--- src/rtl/mcpu_bus_ctrl.sv ---
// Memory-mapped bus controller: decodes the top address bits into a channel and runs a req/ack access with timeout.
// Optional fault log (fault_clr/fault_addr/fault_cnt) is built when MCPU_BUS_FAULT_LOG_EN is defined.
module mcpu_bus_ctrl #(
    parameter int DATA_WIDTH = 16,
    parameter int ADDR_WIDTH = 16,
    parameter int SEL_BITS   = 2,
    localparam int NUM_CH    = 2 ** SEL_BITS,
    localparam int OFF_W     = ADDR_WIDTH - SEL_BITS,
    parameter logic [NUM_CH-1:0] CH_MASK = '1,
    parameter int TIMEOUT    = 15
) (
    input  logic                         clk,
    input  logic                         reset,
    input  logic [ADDR_WIDTH-1:0]        cpu_addr,
    input  logic [DATA_WIDTH-1:0]        cpu_wdata,
    input  logic                         cpu_re,
    input  logic                         cpu_we,
    output logic [DATA_WIDTH-1:0]        cpu_rdata,
    output logic                         cpu_ready,
    output logic                         cpu_err,
    output logic [OFF_W-1:0]             ch_addr,
    output logic [DATA_WIDTH-1:0]        ch_wdata,
    output logic [NUM_CH-1:0]            ch_re,
    output logic [NUM_CH-1:0]            ch_we,
    input  logic [NUM_CH*DATA_WIDTH-1:0] ch_rdata,
    input  logic [NUM_CH-1:0]            ch_ack
`ifdef MCPU_BUS_FAULT_LOG_EN
    ,
    input  logic                         fault_clr,
    output logic [ADDR_WIDTH-1:0]        fault_addr,
    output logic [7:0]                   fault_cnt
`endif
);

    typedef enum logic [1:0] {IDLE, ACCESS, DONE} state_t;

    localparam logic [7:0] CNT_LAST = 8'(TIMEOUT - 1);

    state_t                  state_q, state_d;
    logic [7:0]              cnt_q, cnt_d;
    logic [ADDR_WIDTH-1:0]   addr_q;
    logic                    rd_q;
    logic [NUM_CH-1:0]       re_d, we_d;
    logic                    ready_d, err_d, load_req, capture;
    logic [SEL_BITS-1:0]     req_sel, sel_q;
    logic [DATA_WIDTH-1:0]   sel_rdata;

    assign req_sel   = cpu_addr[ADDR_WIDTH-1 -: SEL_BITS];
    assign sel_q     = addr_q[ADDR_WIDTH-1 -: SEL_BITS];
    assign sel_rdata = ch_rdata[sel_q*DATA_WIDTH +: DATA_WIDTH];
    assign ch_addr   = addr_q[OFF_W-1:0];

    always_comb begin
        state_d  = state_q;
        cnt_d    = cnt_q;
        re_d     = '0;
        we_d     = '0;
        ready_d  = 1'b0;
        err_d    = 1'b0;
        load_req = 1'b0;
        capture  = 1'b0;
        case (state_q)
            IDLE: begin
                if (cpu_re ^ cpu_we) begin
                    load_req = 1'b1;
                    if (!CH_MASK[req_sel]) begin
                        state_d = DONE;
                        ready_d = 1'b1;
                        err_d   = 1'b1;
                    end else begin
                        state_d       = ACCESS;
                        cnt_d         = 8'd0;
                        re_d[req_sel] = cpu_re;
                        we_d[req_sel] = cpu_we;
                    end
                end else if (cpu_re && cpu_we) begin
                    // Latch the address anyway so a fault log records it.
                    load_req = 1'b1;
                    state_d  = DONE;
                    ready_d  = 1'b1;
                    err_d    = 1'b1;
                end
            end
            ACCESS: begin
                // Ack takes priority over the final timeout cycle.
                if (ch_ack[sel_q]) begin
                    state_d = DONE;
                    ready_d = 1'b1;
                    capture = rd_q;
                end else if (cnt_q == CNT_LAST) begin
                    state_d = DONE;
                    ready_d = 1'b1;
                    err_d   = 1'b1;
                end else begin
                    cnt_d = cnt_q + 8'd1;
                    re_d  = ch_re;
                    we_d  = ch_we;
                end
            end
            DONE:    state_d = IDLE;
            default: state_d = IDLE;
        endcase
    end

    always_ff @(posedge clk or posedge reset) begin
        if (reset) begin
            state_q   <= IDLE;
            cnt_q     <= 8'd0;
            addr_q    <= '0;
            rd_q      <= 1'b0;
            ch_wdata  <= '0;
            ch_re     <= '0;
            ch_we     <= '0;
            cpu_ready <= 1'b0;
            cpu_err   <= 1'b0;
            cpu_rdata <= '0;
        end else begin
            state_q   <= state_d;
            cnt_q     <= cnt_d;
            ch_re     <= re_d;
            ch_we     <= we_d;
            cpu_ready <= ready_d;
            cpu_err   <= err_d;
            if (load_req) begin
                addr_q   <= cpu_addr;
                ch_wdata <= cpu_wdata;
                rd_q     <= cpu_re;
            end
            if (capture) cpu_rdata <= sel_rdata;
        end
    end

`ifdef MCPU_BUS_FAULT_LOG_EN
    always_ff @(posedge clk or posedge reset) begin
        if (reset) begin
            fault_addr <= '0;
            fault_cnt  <= 8'd0;
        end else if (fault_clr) begin
            fault_addr <= '0;
            fault_cnt  <= 8'd0;
        end else if (state_q == DONE && cpu_err) begin
            fault_addr <= addr_q;
            if (fault_cnt != 8'hFF) fault_cnt <= fault_cnt + 8'd1;
        end
    end
`endif

endmodule

--- config.mk ---
export PLATFORM = sky130hd
export DESIGN_NAME = mcpu_bus_ctrl
export DESIGN_NICKNAME = d
export VERILOG_FILES = /design/src/rtl/mcpu_bus_ctrl.sv
export SDC_FILE = /design/constraint.sdc
export NUM_CORES = 1
export LEC_CHECK = 0
export ABC_AREA = 1
export CAP_MARGIN = 30
export CORE_MARGIN = 2
export CORE_UTILIZATION = 35
export DETAILED_ROUTE_END_ITERATION = 10
export PLACE_DENSITY = 0.69
export SYNTH_ARGS = -nofsm -noshare
export SYNTH_HDL_FRONTEND = slang
export SYNTH_SLANG_ARGS = --single-unit
--- constraint.sdc ---
create_clock -name clk -period 3.3 [get_ports clk]
set_input_delay 0.99 -clock clk [delete_from_list [all_inputs] [get_ports clk]]
set_output_delay 0.99 -clock clk [all_outputs]
set_load 0.02 [all_outputs]
==> metrics.csv <==
metric,value,unit
Power per Cell Area,808,mW/mm^2
total routing resource utilization after global routing,0.192,
number of slew-limit violations in the final report,0,
detailed placer's ending HPWL,7780,um
Worst Hold Path EP,ch_wdata[13]$_DFFE_PP0P_,
WP data arrival,1360,ps
Synth area leaders,"sky130_fd_sc_hd__dfrtp_1 48%, sky130_fd_sc_hd__nand2_1 14%, sky130_fd_sc_hd__nand3_1 8.3%, sky130_fd_sc_hd__nor2_1 6.4%, sky130_fd_sc_hd__o21ai_0 5.8%",
count of synthesis-stage warnings from yosys,0,
final period utilization,0.712,
critical path class,register to output port,
number of instances resized during post-cts repair,0,
Std-Cell Rows,37,
clock latency reported for the late side of the worst-skew pair,350,ps
M1 wire length,4640,um
"leading cell type in the layout, fill and taps excluded",sky130_fd_sc_hd__clkdlybuf4s50_1,
initial antenna violation count,0,
die area,0.0112,mm^2
cell with the biggest individual delay on the critical path,sky130_fd_sc_hd__clkdlybuf4s50_1,
number of nets in the layout,720,
post-layout minimum cycle time,2350,ps
Core Box Area,0.0102,mm^2
Post-CTS Setup Repair Bufs,0,
Die Height,106,um
sequential share of the synthesized area,0.476,
register bit total from synthesis,69,
clock tree from TritonCTS,done,
combined area of the multi-input logic cells,0.00154,mm^2
H-tree depth,3,
CP Capture Type,output port,
launch point of the worst reg-to-reg path,addr_q[14]$_DFFE_PP0P_,
gpl congestion,0.826,
async set-or-reset flop fraction in the synthesized netlist,1.00,
critical path peak fanout,2,
number of design rule violations left after detail routing,0,
post-route clock skew,15.5,ps
growth of design area from synthesis to finish,48.7,%
"Critical Path, Cell by Cell",clkdlybuf4s50_1,
flop-to-flop setup slack,1220,ps
chip width,106,um
fraction of layout instances using a drive strength above 1,0.0519,
placed inst area,0.00520,mm^2
TritonCTS buffer count,9,
number of global-route vias before repair,3415,
average cell area after synthesis,7.63,um^2
"Hold Violations, Final",0,
relative slew slack,0.497,
cell depth of the worst hold path,2,
cell area after layout,0.00540,mm^2
maximum count of clock buffers along a single path,2,
vias after detailed routing,3588,
sum of met2 wire segment lengths after detailed routing,4930,um
max-capacitance violation count,0,
number of enable-type register cells in the synthesized netlist,0,
Post-Synthesis Net Count,584,
crit-path max cell delay,660,ps
transition time at the pin with the least slew margin,754,ps
Iter 0 DRT Violations,324,
result of the run,completed,
synth unique cells,27,
required time of the worst setup path,2310,ps
Worst R2R Path Depth,8,
endpoints failing setup,0,
count of hold-fix buffers inserted at cts,0,
Congestion Overflow GR,0,
Starting Density,0.357,
Post-Synthesis Cell Area,0.00363,mm^2
Hold WC Path Type,register to register,
vias per std cell,4.76,
number of cells produced by synthesis,476,
RR Endpoint,cpu_rdata[9]$_DFFE_PP0P_,
uppermost signal routing layer after detailed routing,met4,
sum of routed wire length over all layers,10700,um
count of buffer and inverter cells on the critical path,1,
final routed wire length divided by cell count,14.2,um
RSZ-0062 raised after global routing,false,
family of cells with the greatest summed delay on the critical path,buffers and inverters,
highest-count cells in the layout ignoring fill and taps,"159 x sky130_fd_sc_hd__clkdlybuf4s50_1, 134 x sky130_fd_sc_hd__nand2_1, 69 x sky130_fd_sc_hd__dfrtp_1",
cell at the root of the clock tree,sky130_fd_sc_hd__clkbuf_8,
TNS Setup,0,ps
pin count of the biggest net entering global routing,49,
number of detailed-route iterations in the first pass,4,
Detail Route met3 WL,825,um
count of input and output buffers,159,
Clock Sinks,69,
number of primary I/O pins,160,
share of the synthesized area in the top cell type,0.476,
final antenna diode count,0,
beginning of the worst hold path,ch_wdata[13]$_DFFE_PP0P_,
Max Clk Rate,426,MHz
number of filler instances in the final layout,971,
clock transition at the registers of the reported paths,80,ps
footprint of the flip-flops and latches,0.00173,mm^2
most common flop cell mapped by yosys,sky130_fd_sc_hd__dfrtp_1,
antenna-violating nets left,0,
P_leak,2.53,nW
first-pass GRT wire length,17000,um
cell type with the largest total area after synthesis,sky130_fd_sc_hd__dfrtp_1,
largest vdd supply drop,0.445,mV
Setup crit start kind,register,
==> cell usage after synthesis, types with 4 or more instances <==
| cell type | number |
|---|---|
| sky130_fd_sc_hd__buf_6 | 4 |
| sky130_fd_sc_hd__nand2_1 | 134 |
| sky130_fd_sc_hd__o21ai_1 | 11 |
| sky130_fd_sc_hd__inv_1 | 29 |
| sky130_fd_sc_hd__clkbuf_1 | 10 |
| sky130_fd_sc_hd__ha_1 | 4 |
| sky130_fd_sc_hd__o21ai_0 | 42 |
| sky130_fd_sc_hd__dfrtp_1 | 69 |
| sky130_fd_sc_hd__o22ai_1 | 8 |
| sky130_fd_sc_hd__nand3_1 | 60 |
| sky130_fd_sc_hd__buf_4 | 14 |
| sky130_fd_sc_hd__nor2_1 | 62 |
| sky130_fd_sc_hd__buf_2 | 10 |
==> per-stage QoR <==
| step | total power, W | std cells | setup WS [ps] | hold slack (ps) | utilization |
|---|---|---|---|---|---|
| floorplan | 0.00287 | 476 | 570 | 443 | - |
| global placement | 0.00366 | 737 | 734 | 453 | 0.511 |
| detailed placement | 0.00369 | 737 | 690 | 458 | 0.511 |
| CTS | 0.00440 | 753 | 914 | 477 | 0.530 |
| global route | 0.00469 | 753 | 903 | 501 | 0.530 |
| finish | 0.00436 | 753 | 952 | 477 | 0.530 |
==> report_power, final <==
part	internal [W]	leakage (nW)	switching [W]	total (W)
Sequential	0.00116	0.882	0.000270	0.00143
Combinational	0.000932	1.56	0.00129	0.00223
Clock	0.000351	0.0960	0.000352	0.000703
Total	0.00245	2.53	0.00192	0.00436
==> worst max path at each step <==
stage / from / to / slack (ps) / depth (start not counted)
after floorplan: reset / addr_q[0]$_DFFE_PP0P_ / 570 / 1
after global placement: cpu_re / cnt_q[6]$_DFFE_PP0P_ / 730 / 9
after detailed placement: cpu_re / cnt_q[2]$_DFFE_PP0P_ / 690 / 9
after CTS: ch_re[0]$_DFFE_PP0P_ / ch_re[0] / 910 / 1
after global routing: ch_re[0]$_DFFE_PP0P_ / ch_re[0] / 900 / 1
final: ch_re[0]$_DFFE_PP0P_ / ch_re[0] / 950 / 1
==> per-layer routing <==
metal  global-route usage  vias to the layer above
li1                     -                     1784
met1                0.244                     1652
met2                0.305                      132
met3               0.0507                       20
met4               0.0902                        0
met5                    0                        -
==> layout make-up <==
type / count / area share
Sequential cell: 69 / 0.320
Clock inverter: 7 / 0.0134
Clock buffer: 9 / 0.0229
Inverter: 32 / 0.0227
Multi-Input combinational cell: 336 / 0.285
Timing Repair Buffer: 164 / 0.304
Tap cell: 136 / 0.0315
==> registers in the layout, summed over array words and instances, names as in the netlist <==
name	cells
cpu_err	1
cnt_q	8
rd_q	1
ch_re	4
cpu_ready	1
state_q	2
cpu_rdata	16
ch_wdata	16
ch_we	4
addr_q	16
==> cells by family (layout without fill, tap and decap cells) <==
logic type / count (synthesis) / count (layout) / synth area share
AND/OR/NAND/NOR: 267 / 267 / 0.316
buffers and inverters: 71 / 212 / 0.100
flip-flops: 69 / 69 / 0.476
AO/OA/AOI/OAI: 63 / 63 / 0.0896
adder cells (fa/ha/maj): 4 / 4 / 0.0138
XOR/XNOR: 2 / 2 / 0.00483
(Power assumes the default switching activity.)
